[config.mk]
export PLATFORM = sky130hd
export DESIGN_NAME = cabac_byte_feeder
export DESIGN_NICKNAME = d
export VERILOG_FILES = /design/src/rtl/cabac_byte_feeder.sv
export SDC_FILE = /design/constraint.sdc
export NUM_CORES = 1
export LEC_CHECK = 0
export BUFFER_PORTS_ARGS = -buffer_cell sky130_fd_sc_hd__buf_4
export CAP_MARGIN = 20
export CORE_MARGIN = 2
export CORE_UTILIZATION = 31
export CTS_BUF_LIST = sky130_fd_sc_hd__clkbuf_8
export DETAILED_ROUTE_END_ITERATION = 8
export PLACE_DENSITY = 0.6
export SLEW_MARGIN = 10
export SYNTH_ARGS = -nofsm -noshare
export SYNTH_HDL_FRONTEND = slang
export SYNTH_SLANG_ARGS = --single-unit
[constraint.sdc]
create_clock -name clk -period 3.9 [get_ports clk]
set_clock_uncertainty 0.1 [all_clocks]
set_input_delay 0.39 -clock clk [delete_from_list [all_inputs] [get_ports clk]]
set_output_delay 0.39 -clock clk [all_outputs]
set_load 0.005 [all_outputs]
[src/rtl/cabac_byte_feeder.sv]
// Byte-supply stage for the VVC arithmetic decoder: show-ahead FIFO, 2-byte init load, per-request pop.
// Optional BYTE_FEEDER_CNT_EN adds a 32-bit consumed_bytes counter output.
module cabac_byte_feeder #(
  parameter int unsigned DEPTH = 4,
  parameter int unsigned CNT_W = 3
) (
  input  logic             clk,
  input  logic             rst_n,
  input  logic             start,
  input  logic             flush,
  input  logic [7:0]       in_byte,
  input  logic             in_valid,
  output logic             in_ready,
  input  logic             request_byte,
  output logic [7:0]       byte_out,
  output logic             byte_valid,
  output logic             stall,
  output logic [15:0]      init_value,
  output logic             init_done,
`ifdef BYTE_FEEDER_CNT_EN
  output logic [31:0]      consumed_bytes,
`endif
  output logic [CNT_W-1:0] level
);

  localparam int unsigned PTR_W = $clog2(DEPTH);
  localparam logic [CNT_W-1:0] DepthCnt = CNT_W'(DEPTH);

  typedef enum logic [1:0] {StIdle, StInit0, StInit1, StRun} state_e;

  state_e           state_q, state_d;
  logic [7:0]       mem_q [DEPTH];
  logic [PTR_W-1:0] wr_ptr_q, rd_ptr_q;
  logic [CNT_W-1:0] count_q;
  logic [15:0]      init_value_q;
  logic             init_done_q;
  logic             push, pop, empty;

  assign empty      = (count_q == '0);
  assign in_ready   = (count_q < DepthCnt);
  // flush wins over every other request in the same cycle
  assign push       = in_valid && in_ready && !flush;
  assign pop        = !flush && !empty &&
                      ((state_q == StInit0) || (state_q == StInit1) ||
                       ((state_q == StRun) && request_byte));
  assign byte_out   = empty ? 8'h00 : mem_q[rd_ptr_q];
  assign byte_valid = (state_q == StRun) && !empty;
  assign stall      = (state_q == StRun) && request_byte && empty;
  assign level      = count_q;
  assign init_value = init_value_q;
  assign init_done  = init_done_q;

  always_comb begin
    state_d = state_q;
    if (flush) begin
      state_d = StIdle;
    end else begin
      case (state_q)
        StIdle:  if (start) state_d = StInit0;
        StInit0: if (pop) state_d = StInit1;
        StInit1: if (pop) state_d = StRun;
        StRun:   state_d = StRun;
        default: state_d = StIdle;
      endcase
    end
  end

  always_ff @(posedge clk or negedge rst_n) begin
    if (!rst_n) begin
      state_q <= StIdle;
    end else begin
      state_q <= state_d;
    end
  end

  // Storage needs no reset; the count guards every read.
  always_ff @(posedge clk) begin
    if (push) begin
      mem_q[wr_ptr_q] <= in_byte;
    end
  end

  always_ff @(posedge clk or negedge rst_n) begin
    if (!rst_n) begin
      wr_ptr_q <= '0;
      rd_ptr_q <= '0;
      count_q  <= '0;
    end else if (flush) begin
      wr_ptr_q <= '0;
      rd_ptr_q <= '0;
      count_q  <= '0;
    end else begin
      if (push) wr_ptr_q <= wr_ptr_q + PTR_W'(1);
      if (pop)  rd_ptr_q <= rd_ptr_q + PTR_W'(1);
      case ({push, pop})
        2'b10:   count_q <= count_q + CNT_W'(1);
        2'b01:   count_q <= count_q - CNT_W'(1);
        default: count_q <= count_q;
      endcase
    end
  end

  always_ff @(posedge clk or negedge rst_n) begin
    if (!rst_n) begin
      init_value_q <= '0;
      init_done_q  <= 1'b0;
    end else begin
      init_done_q <= pop && (state_q == StInit1);
      if (pop && (state_q == StInit0)) init_value_q[15:8] <= byte_out;
      if (pop && (state_q == StInit1)) init_value_q[7:0]  <= byte_out;
    end
  end

`ifdef BYTE_FEEDER_CNT_EN
  logic [31:0] consumed_q;
  assign consumed_bytes = consumed_q;

  always_ff @(posedge clk or negedge rst_n) begin
    if (!rst_n) begin
      consumed_q <= '0;
    end else if (flush) begin
      consumed_q <= '0;
    end else if (pop) begin
      consumed_q <= consumed_q + 32'd1;
    end
  end
`endif

endmodule

---- Word level (Yosys, flattened, before mapping) ----
Memories as Yosys holds them, arrays and structs flattened.
Index checks and enable logic that the tools add are counted.
word-level totals
  register bits after elaboration ......... 26
  bits in latches ......................... 0
  RAM bits ................................ 32
  ROM bits ................................ 0
  input bits .............................. 14
  output and inout port bits .............. 31
  logic and storage cells ................. 54
  memories kept ........................... 1
cells by class
  $add $sub $neg .......................... 4
  multipliers ............................. 0
  divide/modulo/power cells ............... 0
  $lt $le $gt $ge ......................... 1
  eq/ne operators ......................... 8
  shifts and indexed selects .............. 0
  multiplexer cells ....................... 14
  bitwise gates (word level) .............. 0
  reductions and logical operators ........ 19
memories
  name   depth  bits a word  read ports  clocked after Yosys merged registers in  wr ports  line  RTL
  mem_q  4      8            1           0                                        1         32    logic [7:0] mem_q [DEPTH];
operators with widths
  kind                                                                 count
  2-bit two-way mux                                                    8
  1-bit logical AND                                                    9
  3-bit inequality test (second input constant)                        3
  8-bit two-way mux                                                    1
  2-bit one-hot mux with 4 select lines                                1
  2-bit == test (second input constant)                                3
  3-bit one-hot mux with 2 select lines                                1
  2-bit by 1-bit adder with 2-bit output (second input constant)       2
  2-bit by 1-bit == test with 1-bit output (second input constant)     2
  2-bit nonzero test                                                   2
  3-bit by 1-bit adder with 3-bit output (second input constant)       1
  3-bit zero test                                                      1
  3-bit < comparator (second input constant)                           1
  3-bit two-way mux                                                    1
  3-bit AND reduction                                                  1
  3-bit nonzero test                                                   1
  3-bit by 1-bit subtractor with 3-bit output (second input constant)  1
  1-bit zero test                                                      2
  2-bit zero test                                                      1
  1-bit logical OR                                                     2
  1-bit two-way mux                                                    2

---- Longest topological paths before layout ----
  depth in word-level cells ............... 7
  depth in mapped cells ................... 9
  mapped depth without buffers ............ 8

---- Worst setup path after synthesis ----
No wires, ideal clock.
  path kind ............................... reg2reg
  start point ............................. register state_q[0]
  end point ............................... register count_q[1], in the netlist level[1]
  arrival time ............................ 2.129 ns
  data required time ...................... 3.684 ns
  slack ................................... 1.556 ns
  stages on the path, launching flop included .. 10
  period minus slack after synthesis ...... 2.344 ns
  cell sequence ........................... dfrtp_1 > inv_1 > ha_1 > a21oi_1 > buf_2 > nor4_1 > fa_1 > nor2b_1 > o211ai_1 > o311ai_0
between the ends
  cells in the longest elaborated chain, start to end .. 7
  elaborated cells on any way between the ends .. 12
RTL lines
  what                                                                       line    RTL
  from (decl)                                                                31      state_e state_q, state_d;
  from (signal assigned)                                                     70      state_q <= StIdle;
  from (signal assigned)                                                     72      state_q <= state_d;
  2-bit by 1-bit == test with 1-bit output, or another cell as far along     44      ((state_q == StInit0) || (state_q == StInit1) ||
  1-bit logical OR or 1-bit logical AND (tied branches)                      44, 45
  1-bit logical OR (*)                                                       44
  1-bit logical AND (*)                                                      43      assign pop = !flush && !empty &&
  2-bit by 1-bit == test with 1-bit output or 2-bit == test (tied branches)  95      case ({push, pop})
  3-bit one-hot mux with 2 select lines                                      95
  3-bit two-way mux                                                          88      end else if (flush) begin
  to (signal assigned)                                                       96      2'b10: count_q <= count_q + CNT_W'(1);
  to (signal assigned)                                                       97      2'b01: count_q <= count_q - CNT_W'(1);
  to (signal assigned)                                                       98      default: count_q <= count_q;
  to (decl)                                                                  34      logic [CNT_W-1:0] count_q;
Every way passes the cells marked *; elsewhere a longest branch is shown, timed or not.
A chain may end at the register's enable or synchronous reset.

---- Worst setup path in the final report ----
Ends and elaborated chain as after synthesis.

==> results.py <==
metrics = {
    "worst_hold_path": {
        "hold_path_end": "mem_q[3][3]$_DFFE_PP_",
        "min_from": "in_byte[3]",
        "hold_depth": 1,
        "hold_path.class": "primary input to flip-flop",
    },
    "floorplan": {
        "die_y_um": 97.0,
        "dieArea_um2": 9410,
        "die_w_um": 97.0,
        "rows": 33,
        "coreArea_um2": 8300,
        "initial_utilization": 0.323,
        "ios": 45,
    },
    "grt": {
        "grt_pass1_vias": 1627,
        "antenna_found_initial": 0,
        "grt_max_degree": 27,
        "grt_pass1_wl_mm": 8.54,
        "grt_usage": 0.117,
        "grt.overflow.total": 0,
    },
    "route": {
        "top_layer": "met4",
        "dr_wl_met2_mm": 2.42,
        "dr_wl_met3_um": 247,
        "wire_per_inst_um": 15.4,
        "initialDrtViolationCount": 118,
        "firstDrtPassIters": 5,
        "ant_nets": 0,
        "wl_met1_mm": 2.41,
        "finalWirelength_mm": 5.14,
        "route.detailed.drc": 0,
        "route.vias.total": 1619,
        "vias_per_cell": 4.83,
    },
    "final_layout": {
        "fin_cells": 335,
        "fillerInstances": 777,
        "multiInputGateArea_um2": 988,
        "final_area_um2": 3310,
        "diodes": 0,
        "mostFrequentLayoutCell": "buf_4",
        "regArea_um2": 1610,
        "nNetsFinal": 250,
        "final_cell_mix": "buf_4 (44), edfxtp_1 (32), dfrtp_1 (26), mux2_2 (16), and2_1 (13)",
        "area_growth_pct": 23.3,
        "layout-drive-gt1-share": 0.374,
    },
    "sta": {
        "fin_ws_ns": 1.04,
        "finalSetupViolations": 0,
        "fmax_mhz": 350,
        "rsz0062_at_grt": "no",
        "finalHoldViolCount": 0,
        "period_needed_ns": 2.86,
        "fin_crit_sh": 0.733,
        "slew_headroom": 0.408,
        "slew_viol_final": 0,
        "worst_slew_pin_slew_ns": 0.888,
        "hold_ws_ns": 0.156,
        "fin_setup_tns_ns": 0,
    },
    "placement": {
        "placed_area_um2": 3090,
        "gp_congestion": 0.727,
        "place_inst": 318,
        "hpwl_mm": 3.57,
        "port_buffers": 44,
        "dp_slack_ns": 1.03,
    },
    "critical_path": {
        "crit_family": "compound AO/OA/AOI/OAI gates",
        "crit_required_ns": 4.01,
        "worstPathArrival_ns": 2.97,
        "startpoint_type": "flip-flop",
        "crit_chain": "inv_1 -> ha_1 -> a21oi_1 -> nor4_1 -> fa_1 -> nor2b_1 -> o211ai_1 -> o311ai_0",
        "cp-end-kind": "flip-flop",
        "regToRegSetupSlack_ns": 1.04,
        "reg2reg_to": "level[1]$_DFFE_PN0P_",
        "crit_type": "flip-flop to flip-flop",
        "cp_max_fo": 11,
        "startpoint": "state_q[0]$_DFFE_PN0P_",
        "worstRegToRegCells": 8,
        "timing.rr.start": "state_q[0]$_DFFE_PN0P_",
        "max_stage_delay_ns": 0.69,
        "cp_slowest_cell": "a21oi_1",
        "crit_buf_inv": 1,
    },
    "synth": {
        "synthCells": 179,
        "syn_area_um2": 2680,
        "syn-num-nets": 204,
        "syn_avg_cell_area_um2": 15.0,
        "yosysSeqAreaShare": 0.601,
        "yosys.cell_types.count": 41,
        "ys_warn_count": 0,
        "synth-seq-cells": 58,
    },
    "clocking": {
        "numClockSinks": 58,
        "cts_max_level": 3,
        "cts_resized": 0,
        "cts_tree": "yes",
        "numCtsBuffers": 9,
        "clockRootBuffer": "clkbuf_8",
        "clock_latency_ns": 0.33,
        "clk_path_buf_depth": 2,
        "path_clk_slew_ns": 0.06,
        "postCtsSetupRepairBufs": 0,
    },
    "status": {
        "outcome": "finished clean",
    },
    "run": {
        "drv_cap": 0,
    },
    "pwr": {
        "powerDensity_nw_per_um2": 691,
        "leakage_nw": 1.33,
        "ir_drop_mv": 0.207,
    },
}
power by group:
| group | total, mW | internal [mW] | leakage, nW | switching (mW) |
|---|---|---|---|---|
| combinational | 0.796 | 0.431 | 0.591 | 0.365 |
| clock | 0.578 | 0.352 | 0.108 | 0.226 |
| sequential | 0.910 | 0.778 | 0.629 | 0.132 |
metal layers:
layer,track usage,vias up
met1,0.153,806
met3,0.0405,5
met5,0,-
li1,-,766
met4,0.0596,0
met2,0.173,42
how the worst max path moves through the flow:
stage	cells after the start	slack (ns)	endpoint
2_1_floorplan	9	1.56	level[1]$_DFFE_PN0P_
3_3_place_gp	8	1.19	level[1]$_DFFE_PN0P_
3_5_place_dp	8	1.03	level[1]$_DFFE_PN0P_
4_1_cts	8	1.06	level[1]$_DFFE_PN0P_
5_1_grt	8	0.80	level[2]$_DFFE_PN0P_
6_report	8	1.04	level[1]$_DFFE_PN0P_
cell families (layout without fill, tap and decap cells):
family | after synthesis | after routing | share of synthesized area
DFF | 58 | 58 | 0.601
and+or+nand+nor | 47 | 47 | 0.122
muxes | 24 | 24 | 0.134
AOI/OAI and AO/OA | 20 | 20 | 0.0518
buffers and inverters | 17 | 68 | 0.0308
adders and majority gates | 11 | 11 | 0.0541
xor gates and xnor gates | 2 | 2 | 0.00653
cells in the mapped netlist, drive strengths merged:
cell    instances  area [um^2]
a31oi           3         18.8
a21o            1         7.51
and2           13         81.3
or3             2         12.5
a31o            1         8.76
o31ai           1         7.51
nor3            2         21.3
a311oi          1         8.76
o311ai          3         26.3
dfrtp          26          651
clkbuf          2         7.51
and2b           1         7.51
ha             10          125
nor4bb          2         20.0
xnor2           2         17.5
nand2           2         7.51
nand3           2         10.0
o211ai          2         15.0
mux2           16          180
nor3b           3         33.8
and3b           1         8.76
nor4            1         6.26
edfxtp         32          961
inv             7         26.3
nand2b          3         18.8
nor2            7         26.3
nand4           3         18.8
a2111o          1         11.3
nor4b           3         41.3
and3            1         6.26
fa              1         20.0
a21oi           3         15.0
buf             8         48.8
nor2b           1         6.26
o21ai           4         20.0
mux4            8          180
registers in the layout, summed over array words and instances (netlist names):
register	flops
state_q	2
mem_q	32
rd_ptr_q	2
init_done	1
level	3
wr_ptr_q	2
init_value	16
final cells by class:
cell class,count,share of cell area
timing repair buffer,45,0.103
clock buffer,9,0.0375
tap,105,0.0397
clock inverter,7,0.0257
inverter,7,0.00795
multi-input combinational,104,0.299
sequential,58,0.487
metrics by stage:
| stage | utilization | power (mW) |
|---|---|---|
| finish | 0.398 | 2.28 |
| global route | 0.398 | 2.44 |
| CTS | 0.398 | 2.31 |
| detailed placement | 0.372 | 1.73 |
| global placement | 0.372 | 1.72 |
| floorplan | - | 1.38 |
what timing repair did:
| action | in CTS | in global routing |
|---|---|---|
| endpoints found under the setup margin | 0 | 0 |
| hold endpoints to repair | 26 | 0 |
| hold buffers | 1 | 0 |
Power figures use the tool's default switching activity.
